`config.mk`:
```
export PLATFORM = sky130hd
export DESIGN_NAME = lcd_char_writer
export DESIGN_NICKNAME = d
export VERILOG_FILES = /design/src/rtl/lcd_char_writer.sv
export SDC_FILE = /design/constraint.sdc
export NUM_CORES = 1
export LEC_CHECK = 0
export CORE_ASPECT_RATIO = 2
export CORE_MARGIN = 1.5
export CORE_UTILIZATION = 29
export CTS_BUF_LIST = sky130_fd_sc_hd__clkbuf_8
export CTS_CLUSTER_SIZE = 8
export DETAILED_ROUTE_END_ITERATION = 6
export GPL_TIMING_DRIVEN = 1
export SYNTH_ARGS = -nofsm -noshare
export SYNTH_HDL_FRONTEND = slang
export SYNTH_SLANG_ARGS = --single-unit
```
`constraint.sdc`:
```
create_clock -name clock -period 2.75 [get_ports clock]
set_input_delay 0.6875 -clock clock [delete_from_list [all_inputs] [get_ports clock]]
set_output_delay 0.6875 -clock clock [all_outputs]
set_load 0.1 [all_outputs]
```
`src/rtl/lcd_char_writer.sv`:
```
// lcd_char_writer
//   Pulls characters from a text-grid source by scanning column/row and
//   streams them into an HD44780-compatible character LCD in 8-bit mode.
//   After power-up it issues function set (38), display on (0C), clear (01)
//   and entry mode (06). It then loops forever: set DDRAM address for a row,
//   then write each character of that row.
//
// Ports
//   clock       system clock
//   reset_n     asynchronous active-low reset
//   column      column address to the character source
//   row         row address to the character source
//   character   ASCII from the source, combinational in column/row
//   lcd_e       LCD enable strobe
//   lcd_rs      LCD register select (0 command, 1 data)
//   lcd_rw      LCD read/write, always 0 (write only)
//   lcd_data    LCD DB[7:0]
//   frame_done  one-cycle pulse after the last cell of the last row
//   debug_state {step, phase} of the controller, for observation only
//
// There is no valid/ready handshake here. The character source is a pure
// combinational lookup: column/row are held stable for a full FETCH cycle,
// and `character` is sampled only at the end of that cycle.
module lcd_char_writer #(
  parameter int COLUMNS         = 16,
  parameter int ROWS            = 2,
  parameter int POWER_ON_CYCLES = 2_500_000,
  parameter int SETUP_CYCLES    = 4,
  parameter int PULSE_CYCLES    = 25,
  parameter int HOLD_CYCLES     = 4,
  parameter int EXEC_CYCLES     = 2_500,
  parameter int CLEAR_CYCLES    = 100_000
) (
  input  logic       clock,
  input  logic       reset_n,
  output logic [6:0] column,
  output logic [5:0] row,
  input  logic [6:0] character,
  output logic       lcd_e,
  output logic       lcd_rs,
  output logic       lcd_rw,
  output logic [7:0] lcd_data,
  output logic       frame_done,
  output logic [5:0] debug_state
);

  localparam int MAX_WAIT = (POWER_ON_CYCLES > CLEAR_CYCLES) ? POWER_ON_CYCLES : CLEAR_CYCLES;
  localparam int CW       = $clog2(MAX_WAIT + 1);

  localparam logic [CW-1:0] POWER_LAST = CW'(POWER_ON_CYCLES - 1);
  localparam logic [CW-1:0] SETUP_LAST = CW'(SETUP_CYCLES - 1);
  localparam logic [CW-1:0] PULSE_LAST = CW'(PULSE_CYCLES - 1);
  localparam logic [CW-1:0] HOLD_LAST  = CW'(HOLD_CYCLES - 1);
  localparam logic [CW-1:0] EXEC_LAST  = CW'(EXEC_CYCLES - 1);
  localparam logic [CW-1:0] CLEAR_LAST = CW'(CLEAR_CYCLES - 1);
  localparam logic [6:0]    COL_LAST   = 7'(COLUMNS - 1);
  localparam logic [5:0]    ROW_LAST   = 6'(ROWS - 1);

  // phase: where the write engine is. step: which write is in flight.
  typedef enum logic [2:0] {
    POWER_WAIT = 3'd0,
    SETUP      = 3'd1,
    PULSE      = 3'd2,
    HOLD       = 3'd3,
    WAIT       = 3'd4,
    FETCH      = 3'd5
  } phase_t;

  typedef enum logic [2:0] {
    INIT_FUNC  = 3'd0,
    INIT_DISP  = 3'd1,
    INIT_CLEAR = 3'd2,
    INIT_ENTRY = 3'd3,
    SET_ADDR   = 3'd4,
    WRITE_CHAR = 3'd5
  } step_t;

  phase_t        phase, phase_next;
  step_t         step, step_next;
  logic [CW-1:0] count, count_next;
  logic [6:0]    column_next;
  logic [5:0]    row_next;
  logic [7:0]    data_next;
  logic          rs_next;
  logic          frame_done_next;
  logic          is_clear;

  function automatic logic [7:0] row_base(input logic [5:0] r);
    case (r)
      6'd0:    row_base = 8'h00;
      6'd1:    row_base = 8'h40;
      6'd2:    row_base = 8'(COLUMNS);
      default: row_base = 8'(8'h40 + COLUMNS);
    endcase
  endfunction

  // Clear-display needs the long execution wait.
  assign is_clear    = !lcd_rs && (lcd_data == 8'h01);
  assign lcd_rw      = 1'b0;
  assign debug_state = {step, phase};

  always_ff @(posedge clock or negedge reset_n) begin
    if (!reset_n) begin
      phase      <= POWER_WAIT;
      step       <= INIT_FUNC;
      count      <= '0;
      column     <= '0;
      row        <= '0;
      lcd_e      <= 1'b0;
      lcd_rs     <= 1'b0;
      lcd_data   <= 8'h00;
      frame_done <= 1'b0;
    end else begin
      phase      <= phase_next;
      step       <= step_next;
      count      <= count_next;
      column     <= column_next;
      row        <= row_next;
      // E is registered so it is high exactly while the engine is in PULSE.
      lcd_e      <= (phase_next == PULSE);
      lcd_rs     <= rs_next;
      lcd_data   <= data_next;
      frame_done <= frame_done_next;
    end
  end

  // RS/DB are only ever loaded on entry to SETUP, so they stay frozen
  // through SETUP, PULSE and HOLD without any extra qualification.
  always_comb begin
    phase_next      = phase;
    step_next       = step;
    count_next      = count + 1'b1;
    column_next     = column;
    row_next        = row;
    data_next       = lcd_data;
    rs_next         = lcd_rs;
    frame_done_next = 1'b0;

    case (phase)
      POWER_WAIT: begin
        if (count == POWER_LAST) begin
          count_next = '0;
          phase_next = SETUP;
          step_next  = INIT_FUNC;
          rs_next    = 1'b0;
          data_next  = 8'h38;
        end
      end
      SETUP: begin
        if (count == SETUP_LAST) begin
          count_next = '0;
          phase_next = PULSE;
        end
      end
      PULSE: begin
        if (count == PULSE_LAST) begin
          count_next = '0;
          phase_next = HOLD;
        end
      end
      HOLD: begin
        if (count == HOLD_LAST) begin
          count_next = '0;
          phase_next = WAIT;
        end
      end
      WAIT: begin
        if (count == (is_clear ? CLEAR_LAST : EXEC_LAST)) begin
          count_next = '0;
          case (step)
            INIT_FUNC: begin
              step_next  = INIT_DISP;
              phase_next = SETUP;
              rs_next    = 1'b0;
              data_next  = 8'h0C;
            end
            INIT_DISP: begin
              step_next  = INIT_CLEAR;
              phase_next = SETUP;
              rs_next    = 1'b0;
              data_next  = 8'h01;
            end
            INIT_CLEAR: begin
              step_next  = INIT_ENTRY;
              phase_next = SETUP;
              rs_next    = 1'b0;
              data_next  = 8'h06;
            end
            INIT_ENTRY: begin
              step_next  = SET_ADDR;
              phase_next = SETUP;
              rs_next    = 1'b0;
              data_next  = 8'h80 | row_base(row);
            end
            SET_ADDR: begin
              step_next  = WRITE_CHAR;
              phase_next = FETCH;
            end
            default: begin
              // End of a data write: advance the scan position.
              if (column != COL_LAST) begin
                column_next = column + 7'd1;
                step_next   = WRITE_CHAR;
                phase_next  = FETCH;
              end else begin
                column_next = '0;
                if (row != ROW_LAST) begin
                  row_next = row + 6'd1;
                end else begin
                  row_next        = '0;
                  frame_done_next = 1'b1;
                end
                step_next  = SET_ADDR;
                phase_next = SETUP;
                rs_next    = 1'b0;
                data_next  = 8'h80 | row_base(row_next);
              end
            end
          endcase
        end
      end
      FETCH: begin
        // column/row have been stable since the previous edge; capture now.
        count_next = '0;
        phase_next = SETUP;
        rs_next    = 1'b1;
        data_next  = {1'b0, character};
      end
      default: begin
        count_next = '0;
        phase_next = POWER_WAIT;
      end
    endcase
  end

endmodule

```
Word-level counts from Yosys, hierarchy flattened
Index checks and enable logic that the tools add are counted.

storage, ports and cells
  flip-flop bits (word level) = 52
  input port bits = 9
  output and inout bits = 31
  logic and storage cells = 98

operators by class
  add/sub/neg operators = 3
  eq/ne operators = 26
  muxes and demuxes = 42
  bitwise gates (word level) = 2
  reduce and logical (&&, ||, !) cells = 16

operators with widths
  kind                     number
  $mux W22                 4
  $pmux W22 S4             1
  $pmux W7 S3              2
  $pmux W8 S5              1
  $mux W6                  5
  $mux W3                  8
  $mux W8                  3
  $pmux W8 S3              1
  $add A22 B1 Y22 const B  1
  $eq A22 B17 Y1           1
  $eq A22 B2 Y1 const B    1
  $eq A22 B22 Y1 const B   1
  $eq A22 B5 Y1 const B    1
  $pmux W3 S6              1
  $mux W17                 1
  $eq A3 B2 Y1 const B     5
  $pmux W3 S5              1
  $eq A6 B1 Y1 const B     2
  $eq A6 B2 Y1 const B     2
  $logic_not A6 Y1         2
  $pmux W3 S2              2
  $reduce_and A5 Y1        2
  $eq A3 B3 Y1 const B     3
  $mux W1                  9
  other kinds (23)         29

Depth between registers and ports, before layout
Gate-level depths: netlist (run 1).

  word-level depth = 12
  depth in mapped cells = 8
  gate-level depth less buffers = 7

Least setup slack after synthesis (run 1)
No wires, ideal clock.

  path type = reg-to-reg
  start point = register column[3]
  end point = register row[2]
  library setup time = 0.126 ns
  arrival = 2.658 ns
  required time = 2.624 ns
  setup slack = -0.034 ns
  stages on the path, launching flop included = 6
  buffers on the path = 0
  period minus slack after synthesis = 2.784 ns
  cell sequence = dfrtp_1 > or4b_2 > nor2_1 > nand4_1 > nor2_1 > mux2_2

between the ends
  longest elaborated chain between the ends = 3

ends and longest elaborated chain
  what                                line  source
  from (decl)                         36    output logic [6:0] column,
  from (signal assigned)              117   column <= column_next;
  $ne A7 B4 Y1                        201   if (column != COL_LAST) begin
  $not A1 Y1 (no source line)         --
  $reduce_and A4 Y1 (no source line)  --
  to (signal assigned)                118   row <= row_next;
  to (decl)                           37    output logic [5:0] row,

No other way between the ends.
A chain may end at the register's enable or synchronous reset.

Worst setup path in the final report (run 1)
  start point = register count[9]
  end point = register lcd_data[2]

between the ends
  longest elaborated chain between the ends = 3
  elaborated cells between the ends (all ways) = 5
  those cells by class = eq/ne: 4; reduce/logical: 1

ends and longest elaborated chain
  what                                              line      source
  from (decl)                                       80        logic [CW-1:0] count, count_next;
  from (signal assigned)                            116       count <= count_next;
  $eq A22 B17 Y1 or $eq A22 B22 Y1 (tied branches)  168, 141
  $ne A2 B2 Y1 (no source line)                     --
  $reduce_and A5 Y1 (no source line) (*)            --
  to (signal assigned)                              122       lcd_data <= data_next;
  to (decl)                                         42        output logic [7:0] lcd_data,

Every way passes the cells marked *; elsewhere a longest branch is shown, timed or not.

==> results of run 1 <==
placed cells by master (no fill, tap or decap), types with 2 or more instances in the layout:
cell	synthesis	layout
nor4bb_1	2	2
or4_1	2	2
bufinv_16	0	2
clkbuf_8	0	5
buf_4	1	38
nor3b_1	2	2
nand4_1	11	11
nand3_1	17	17
a22oi_1	2	2
nor4_1	9	9
xnor2_1	11	11
or4_4	2	2
a31oi_1	4	4
nor3_1	13	13
a21oi_1	13	13
mux2_2	4	4
dfrtp_1	52	51
ha_1	7	7
buf_12	0	2
and3_1	4	4
a2bb2oi_1	2	2
nand2b_1	3	3
or3_1	4	4
nand2_1	32	32
nor2_1	49	49
mux2i_1	2	2
o31ai_1	2	2
xor2_1	16	16
inv_1	9	10
clkdlybuf4s50_1	0	7
o21ai_0	11	11
a21o_1	3	3
mux2_4	2	2
nor2b_1	2	2
and4_1	2	2
metrics by stage:
step / hold WS [ns] / instance area [sq um] / power [mW] / setup slack [ns]
floorplan: 0.3919 / 3022 / 0.7864 / 0.03673
global placement: 0.4745 / 3528 / 0.8157 / 0.2656
detailed placement: 0.4893 / 3528 / 0.8155 / 0.2622
CTS: 0.3630 / 3661 / 1.438 / 0.2550
global route: 0.3801 / 3661 / 1.467 / 0.06128
finish: 0.3483 / 3661 / 1.420 / 0.2693
state kept, by name, summed over array words and instances (netlist names):
register,flops
count,22
lcd_data,8
column,7
row,6
phase,3
step,3
frame_done,1
lcd_e,1
lcd_rs,1
per-layer routing:
| metal | GRT usage | wire, um | vias up |
|---|---|---|---|
| li1 | - | - | 1245 |
| met1 | 0.1277 | 2598 | 1251 |
| met2 | 0.2960 | 4583 | 72 |
| met3 | 0.02469 | 239 | 31 |
| met4 | 0.1089 | 560 | 0 |
| met5 | 0 | 0 | - |
logic make-up after synthesis:
logic type	after synthesis	share of synthesized area
compound gates	47	0.1027
mux	8	0.03148
other cells	1	0.001242
buf+inv	22	0.03190
xor+xnor	27	0.07829
fa+ha+maj	7	0.02900
flops	52	0.4308
simple gates	167	0.2945
power breakdown:
part           leakage, nW  internal [mW]  switching (mW)
Combinational        0.829         0.0120          0.0230
Clock               0.0695          0.360           0.260
Sequential           0.679          0.764               0
final timing paths:
| check | startpoint | endpoint | slack, ns | cells past startpoint |
|---|---|---|---|---|
| min reg2reg | column[6]$_DFFE_PN0P_ | column[6]$_DFFE_PN0P_ | 0.50 | 1 |
| min | reset_n | column[0]$_DFFE_PN0P_ | 0.35 | 1 |
| max in group asynchronous | reset_n | count[10]$_DFF_PN0_ | 1.84 | 2 |
| min in group clock | column[6]$_DFFE_PN0P_ | column[6]$_DFFE_PN0P_ | 0.50 | 1 |
| max reg2reg | count[9]$_DFF_PN0_ | lcd_data[2]$_DFFE_PN0P_ | 0.27 | 6 |
| max | count[9]$_DFF_PN0_ | lcd_data[2]$_DFFE_PN0P_ | 0.27 | 6 |
cells in the mapped netlist, types with 2 or more instances:
library cell,count
a21o_1,3
nand3_1,17
mux2i_1,2
nor4_1,9
mux2_4,2
a31oi_1,4
nor2_1,49
nand2b_1,3
and4_1,2
nor3_1,13
nor3b_1,2
or4_4,2
o31ai_1,2
a22oi_1,2
or3_1,4
mux2_2,4
a21oi_1,13
ha_1,7
or4_1,2
inv_1,9
and3_1,4
nand2_1,32
nor4bb_1,2
nand4_1,11
nor2b_1,2
o21ai_0,11
clkbuf_1,9
xor2_1,16
dfrtp_1,52
a2bb2oi_1,2
xnor2_1,11
buf_2,2
area by class of cell:
cell class / count / area, sq um / area share
multi-input combinational: 257 / 1623 / 0.4433
sequential: 52 / 1303 / 0.3558
timing repair buffer: 48 / 400.4 / 0.1094
tap: 135 / 168.9 / 0.04614
clock buffer: 5 / 68.82 / 0.01880
clock inverter: 3 / 63.81 / 0.01743
inverter: 9 / 33.78 / 0.009228
==> results.md, run 1 <==
* Status: finished, final reports clean
* 1st-iter DRT viols at 154
* Worst ir drop on vdd at a little over 0.0002 V
* Family with the most delay on the worst path: simple AND/OR/NAND/NOR gates
* Critical Path RT at 2.96 ns
* Worst slew pin tran at 0.5762 ns
* Ys async rst share at 1.000
* Dpl cells at about 500
* Global-route wire length before repair at 12.83 mm
* Die width at 75.17 um
* Final worst path period need at 2.481 ns
* Crit path cell chain: nor4_1 -> nand2b_1 -> or4_4 -> a21oi_2 -> nand2_4 -> mux2_4
* Non-Filler Instances at 509
* Fmax at between 400 and 500 MHz
* Hpwl dp at 6.332 mm
* Avg Inst Size Synth at 9.125 sq um
* Top FF cell, synth: dfrtp_1
* Fillers at 1068
* Setup violators final at 0
* Synth warn at 0
* Mapped Area at 3020 sq um
* Hold/Removal Path Class: in -> async
* Synth area leader: dfrtp_1
* Initial antenna violation count at 0
* Initial Utilization at 0.2976
* Vias at 2599
* Ports at 40
* Post-synthesis cell type count at 58
* Setup Buffers After CTS at 0
* GRT Util Overall at 0.1527
* Mapped Cells at 331
* Setup TNS at 0 ns
* Pwr Density at about 390 nW/um^2
* DRT Wirelength at 7.981 mm
* RSZ-0062 raised after global routing: no
* GPL Wtd Cong at ~0.87
* Post-route ant nets at 0
* Max cap viols at 0
* Die ar. at 11070 sq um
* CTS tree: yes
* Sequential area share after synthesis at 0.4308
* CP startpoint kind: flip-flop
* Utilization after layout at 0.3607
* Kind of critical path: reg -> reg
* EDFF count, synth at 0
* CTS H-tree depth at 2
* Top cell type's share of synthesized area at 0.4308
* Clock Latency Late Sink at 0.32 ns
* Critical path endpoint category: flip-flop
* P_leak at 1.578 nW
* Final period utilization at 0.9021
* Port Buffers at 38
* Diode count at 0
* Slew Limit Fails at 0
* Post-cts resize count at 0
* Drt pass-1 iters at 4
* Cts hold-fix bufs at 0
* Hold violation total from the final report at 0
* Site Rows at 52
* DRC at 0
* Flops & latches, synth at 52
* Buf/Inv on CP at 0
* Root buf cell: clkbuf_8
* Post-DR wirelength/cell at 15.68 um
* Clk pin slew, worst setup/hold paths at roughly 0.10 ns
* Clock sink count at 52
* Via density at 5.106
* Vias in the first global route at 2700
* Core area at 10150 sq um
* Syn Nets at 347
* Slew margin rel. at 0.6159
* P&R area growth vs syn at 21.21%
* Area contributors post-synth: dfrtp_1, nor2_1, xor2_1
* Layout cells sized above 1 at 0.1845
* Die height at about 150 um
* Critical path fanouts, max at 8
* Fin Clk Skew at 0.01251 ns
* Crit path DAT at approximately 2.7 ns
* Residual overflow from global routing at 0
* Crit path largest cell delay at 0.55 ns
* Slowest cell on the critical path: or4_4
* TritonCTS buffer count at 5
* Maximum buffer depth of the clock tree at 2
* Largest net degree at the start of global routing at 30
* Final Net Count at 389
No activity file was read; power rests on OpenSTA's default activity.
==> run 2, diff against run 1 <==
Settings changed: CORE_MARGIN 1.5 to 4.
==> results.md, run 2 (synthesis gave the netlist of run 1 again) <==
* Status: finished, final reports clean
* Diode count at 0 (unchanged)
* Port Buffers at 38 (unchanged)
* Maximum buffer depth of the clock tree at 2 (unchanged)
* Root buf cell: clkbuf_8
* Die width at 80.17 um (+6.7%)
* Final Net Count at 390 (+0.26%)
* Most flops, register: count
* Die ar. at 12210 sq um (+10%)
* Worst ir drop on vdd at 0.0002120 V (+4.0%)
* Placed Area at 3536 sq um (+0.21%)
* Critical path fanouts, max at 7 (-1)
* Initial Utilization at 0.2976 (unchanged)
* Reg-to-reg endpoint: lcd_data[2]$_DFFE_PN0P_
* Post-route ant nets at 0 (unchanged)
* Site Rows at 52 (unchanged)
* Max cap viols at 0 (unchanged)
* Top Registers: count (22), lcd_data (8), column (7)
* Final period utilization at 0.9054 (+0.003296)
* Worst reg2reg setup slack at 0.26 ns (about the same)
* GPL Wtd Cong at 0.8418 (-3.1%)
* Largest net degree at the start of global routing at 30 (unchanged)
* CTS H-tree depth at 2 (unchanged)
* DRT Wirelength at 8.130 mm (+1.9%)
* CP startpoint: count[6]$_DFF_PN0_
* Dpl ws at 0.2781 ns (+0.01588 ns)
* Kind of critical path: reg -> reg
* Core area at 10150 sq um (unchanged)
* Hpwl dp at 6.509 mm (+2.8%)
* Critical Path RT at 2.96 ns (about the same)
* Via density at 5.143 (+0.73%)
* Setup violators final at 0 (unchanged)
* Hold violation total from the final report at 0 (unchanged)
* Clock Latency Late Sink at 0.32 ns (about the same)
* Critical path endpoint category: flip-flop
* Setup TNS at 0 ns (unchanged)
* Reg2Reg Launch Point: count[6]$_DFF_PN0_
* Cts hold-fix bufs at 0 (unchanged)
* Final worst path period need at 2.490 ns (+0.009064 ns)
* Initial antenna violation count at 0 (unchanged)
* Worst slew pin tran at 0.5830 ns (+0.006805 ns)
* P_leak at 1.574 nW (-0.22%)
* P&R area growth vs syn at 20.63%
* CTS tree: yes
* Most frequent cells in the layout: dfrtp_1, nor2_1, buf_4
* Global-route wire length before repair at 13.30 mm (+3.7%)
* 1st-iter DRT viols at 96 (-38%)
* Crit path DAT at 2.70 ns (about the same)
* Ports at 40 (unchanged)
* RSZ-0062 raised after global routing: no
* Vias in the first global route at 2805 (+3.9%)
* Hold/Removal Path Class: in -> async
* GRT Util Overall at 0.1384 (-0.01437)
* TritonCTS buffer count at 5 (unchanged)
* Fin Clk Skew at 0.007377 ns (-0.005132 ns)
* Setup ws final at 0.2603 ns (-0.009064 ns)
* DRC at 0 (unchanged)
* Fmax at 401.7 MHz (-0.36%)
* Vias at 2623 (+0.92%)
* Pwr Density at 365.1 nW/um^2 (-5.8%)
* Clock sink count at 52 (unchanged)
* Final instance area at 3643 sq um (-0.48%)
* Die height at 152.3 um (+3.4%)
* Post-DR wirelength/cell at 15.94 um (+1.7%)
* Slew Limit Fails at 0 (unchanged)
* Layout cells sized above 1 at 0.1867 (+0.002175)
* Commonest non-fill, non-tap cell in the layout: dfrtp_1
* Reg2Reg Depth at 6 (unchanged)
* Max reg flops at 22 (unchanged)
* CP startpoint kind: flip-flop
* Residual overflow from global routing at 0 (unchanged)
* Setup Buffers After CTS at 0 (unchanged)
* Drt pass-1 iters at 4 (unchanged)
* Post-cts resize count at 0 (unchanged)
* Clk pin slew, worst setup/hold paths at 0.10 ns (about the same)
* Utilization after layout at 0.3590 (-0.001726)
* Slew margin rel. at 0.6113 (-0.004537)
==> run 2: worst max path at each step <==
stage,endpoint,slack [ns],cells past startpoint
final,lcd_data[2]$_DFFE_PN0P_,0.26,6
after global placement,lcd_data[6]$_DFFE_PN0P_,0.30,6
after global routing,lcd_data[2]$_DFFE_PN0P_,0.1,6
after floorplan,row[2]$_DFFE_PN0P_,0.04,6
after CTS,lcd_data[2]$_DFFE_PN0P_,0.26,6
after detailed placement,lcd_data[2]$_DFFE_PN0P_,0.28,6
==> run 2: layout make-up <==
cell class	instances	area, sq um
fill	1068	6506
inverter	9	33.78
multi-input combinational	257	1623
tap	135	168.9
timing repair buffer	49	407.9
clock buffer	5	68.82
sequential	52	1303
clock inverter	3	38.79
==> run 2: through the flow <==
| stage | std cells | hold WS, ns | power [mW] |
|---|---|---|---|
| 6_report | 510 | 0.3552 | 1.330 |
| 5_1_grt | 510 | 0.3881 | 1.376 |
| 4_1_cts | 510 | 0.3603 | 1.352 |
| 3_5_place_dp | 502 | 0.4913 | 0.8156 |
| 3_3_place_gp | 502 | 0.4826 | 0.8153 |
| 2_1_floorplan | 331 | 0.3919 | 0.7864 |
==> run 2: report_power, final <==
group | internal [mW] | switching, mW | leakage [nW]
Clock | 0.267 | 0.264 | 0.0593
Combinational | 0.0120 | 0.0230 | 0.836
Sequential | 0.764 | 0 | 0.679
Total | 1.04 | 0.287 | 1.57
==> run 2: per-layer routing <==
metal	track usage	vias up	part of all wire
li1	-	1249	-
met1	0.1168	1286	0.33
met2	0.2793	62	0.60
met3	0.02485	26	0.031
met4	0.07816	0	0.049
met5	0	-	0
==> run 2: worst max-delay path: stages (launching register included) <==
cell,delay [ns]
dfrtp_1,0.45
nor4_1,0.45
nand2b_1,0.17
or4_4,0.55
a21oi_2,0.33
nand2_4,0.12
mux2_4,0.32
==> run 3, diff against run 2 <==
Settings changed: PLACE_DENSITY_LB_ADDON set to 0.05.
==> results.md, run 3 (synthesis gave the netlist of run 1 again) <==
* Dpl cells at 506 (+0.80%)
* Clk pin slew, worst setup/hold paths at 0.09 ns (about the same)
* Post-route ant nets at 0 (unchanged)
* CP startpoint: count[17]$_DFF_PN0_
* Hold violation total from the final report at 0 (unchanged)
* Max reg flops at 22 (unchanged)
* Clock sink count at 52 (unchanged)
* TritonCTS buffer count at 5 (unchanged)
* Post-DR wirelength/cell at 17.17 um (+7.7%)
* GRT Util Overall at 0.1524 (+0.01398)
* P_leak at 1.589 nW (+0.95%)
* Crit path capture: count[19]$_DFF_PN0_
* Residual overflow from global routing at 0 (unchanged)
* Die height at 152.3 um (unchanged)
* Most flops, register: count
* Kind of critical path: reg -> reg
* Largest net degree at the start of global routing at 53 (+77%)
* CTS tree: yes
* Final instance area at 3656 sq um (+0.34%)
* Slew Limit Fails at 0 (unchanged)
* Core area at 10150 sq um (unchanged)
* Hpwl dp at 6.870 mm (+5.5%)
* Critical path fanouts, max at 22 (+15)
* Commonest non-fill, non-tap cell in the layout: dfrtp_1
* CP startpoint kind: flip-flop
* Setup Buffers After CTS at 0 (unchanged)
* Crit path DAT at 2.62 ns (-0.08 ns)
* Post-cts resize count at 0 (unchanged)
* Fmax at 414.5 MHz (+3.2%)
* Fillers at 1100 (+3.0%)
* Final period utilization at 0.8772 (-0.02813)
* Fin Clk Skew at 0.009818 ns (+0.002441 ns)
* Non-Filler Instances at 514 (+0.78%)
* Pwr Density at 345.7 nW/um^2 (-5.3%)
* Utilization after layout at 0.3602 (+0.001233)
* Initial Utilization at 0.2976 (unchanged)
* Drt pass-1 iters at 4 (unchanged)
* P&R area growth vs syn at 21.04%
* Ports at 40 (unchanged)
* Reg-to-reg endpoint: count[19]$_DFF_PN0_
* Die ar. at 12210 sq um (unchanged)
* CTS H-tree depth at 2 (unchanged)
* GPL Wtd Cong at 0.8188 (-2.7%)
* Diode count at 0 (unchanged)
* Setup violators final at 0 (unchanged)
* Setup TNS at 0 ns (unchanged)
* Status: finished, final reports clean
* DRC at 0 (unchanged)
* Maximum buffer depth of the clock tree at 2 (unchanged)
* Layout cells sized above 1 at 0.1926 (+0.005945)
* Placed Area at 3566 sq um (+0.85%)
* Reg2Reg Depth at 7 (+1)
* Final Net Count at 394 (+1.0%)
* Reg2Reg Launch Point: count[17]$_DFF_PN0_
* Port Buffers at 38 (unchanged)
* Site Rows at 52 (unchanged)
* Max cap viols at 0 (unchanged)
* Root buf cell: clkbuf_8
* Critical path endpoint category: flip-flop
* Worst slew pin tran at 0.5384 ns (-0.04462 ns)
* Reg area at 1303 sq um (unchanged)
* 1st-iter DRT viols at 66 (-31%)
* Slew margin rel. at 0.6378 (+0.02643)
* Most frequent cells in the layout: dfrtp_1, nor2_1, buf_4
* DRT Wirelength at 8.827 mm (+8.6%)
* Via density at 5.023 (-2.3%)
* Die width at 80.17 um (unchanged)
* RSZ-0062 raised after global routing: no
* Multi-input combinational cell area at 1623 sq um (unchanged)
* Critical Path RT at 2.96 ns (about the same)
* Hold/Removal Path Class: in -> async
* Clock Latency Late Sink at 0.31 ns (about the same)
* Vias in the first global route at 2704 (-3.6%)
* Global-route wire length before repair at 14.35 mm (+7.9%)
* Vias at 2582 (-1.6%)
* Worst ir drop on vdd at 0.0002269 V (+7.0%)
* Worst reg2reg setup slack at 0.34 ns (+0.08 ns)
* Final worst path period need at 2.412 ns (-0.07736 ns)
* Top Registers: count (22), lcd_data (8), column (7)
* Initial antenna violation count at 0 (unchanged)
* Cts hold-fix bufs at 0 (unchanged)
==> run 3: changes by cell type in the layout (fill, tap and decap cells not counted), sizes merged <==
cell	before	now
bufinv	1	0
buf	42	46
clkinv	1	0
inv	10	11
clkbuf	5	6
==> run 3: routing by layer <==
layer / wire length [um] / global-route usage / vias up
met5: 0 / 0 / -
met4: 216 / 0.06124 / 0
met3: 213 / 0.02249 / 12
met2: 5422 / 0.3097 / 40
met1: 2974 / 0.1411 / 1271
li1: - / - / 1259
==> run 3: critical path, cell delays in order, from the launching register on <==
cell       delay [ns]
dfrtp_1          0.44
or4_4            0.55
nand4bb_1        0.26
nor3_1           0.38
nand2_1          0.17
a31oi_2          0.25
buf_12           0.20
nor2_1           0.07
==> run 3: how the worst min path moves through the flow <==
| stage | startpoint | endpoint | slack, ns | cells after the start |
|---|---|---|---|---|
| 2_1_floorplan | reset_n | column[0]$_DFFE_PN0P_ | 0.39 | 0 |
| 3_3_place_gp | column[6]$_DFFE_PN0P_ | column[6]$_DFFE_PN0P_ | 0.48 | 1 |
| 3_5_place_dp | column[6]$_DFFE_PN0P_ | column[6]$_DFFE_PN0P_ | 0.48 | 1 |
| 4_1_cts | reset_n | column[3]$_DFFE_PN0P_ | 0.37 | 2 |
| 5_1_grt | reset_n | column[3]$_DFFE_PN0P_ | 0.38 | 2 |
| 6_report | reset_n | column[3]$_DFFE_PN0P_ | 0.36 | 2 |
==> run 3: metrics by stage <==
stage | total power [mW] | setup slack (ns) | hold slack [ns]
after floorplan | 0.7864 | 0.03673 | 0.3919
final | 1.264 | 0.3376 | 0.3597
after CTS | 1.294 | 0.3164 | 0.3725
after detailed placement | 0.8181 | 0.3298 | 0.4758
after global placement | 0.8181 | 0.3466 | 0.4765
after global routing | 1.319 | 0.1414 | 0.3804
==> run 3: area by class of cell <==
class	instances	area share
Tap cell	135	0.04620
Clock buffer	6	0.02259
Clock inverter	2	0.002053
Multi-Input combinational cell	257	0.4439
Timing Repair Buffer	53	0.1198
Inverter	9	0.009240
Sequential cell	52	0.3563
==> run 3: power by group <==
part           internal (mW)  switching [mW]  total, mW
Sequential             0.764               0      0.764
Clock                  0.199           0.264      0.463
Combinational         0.0122          0.0246     0.0368
Total                  0.975           0.289       1.26
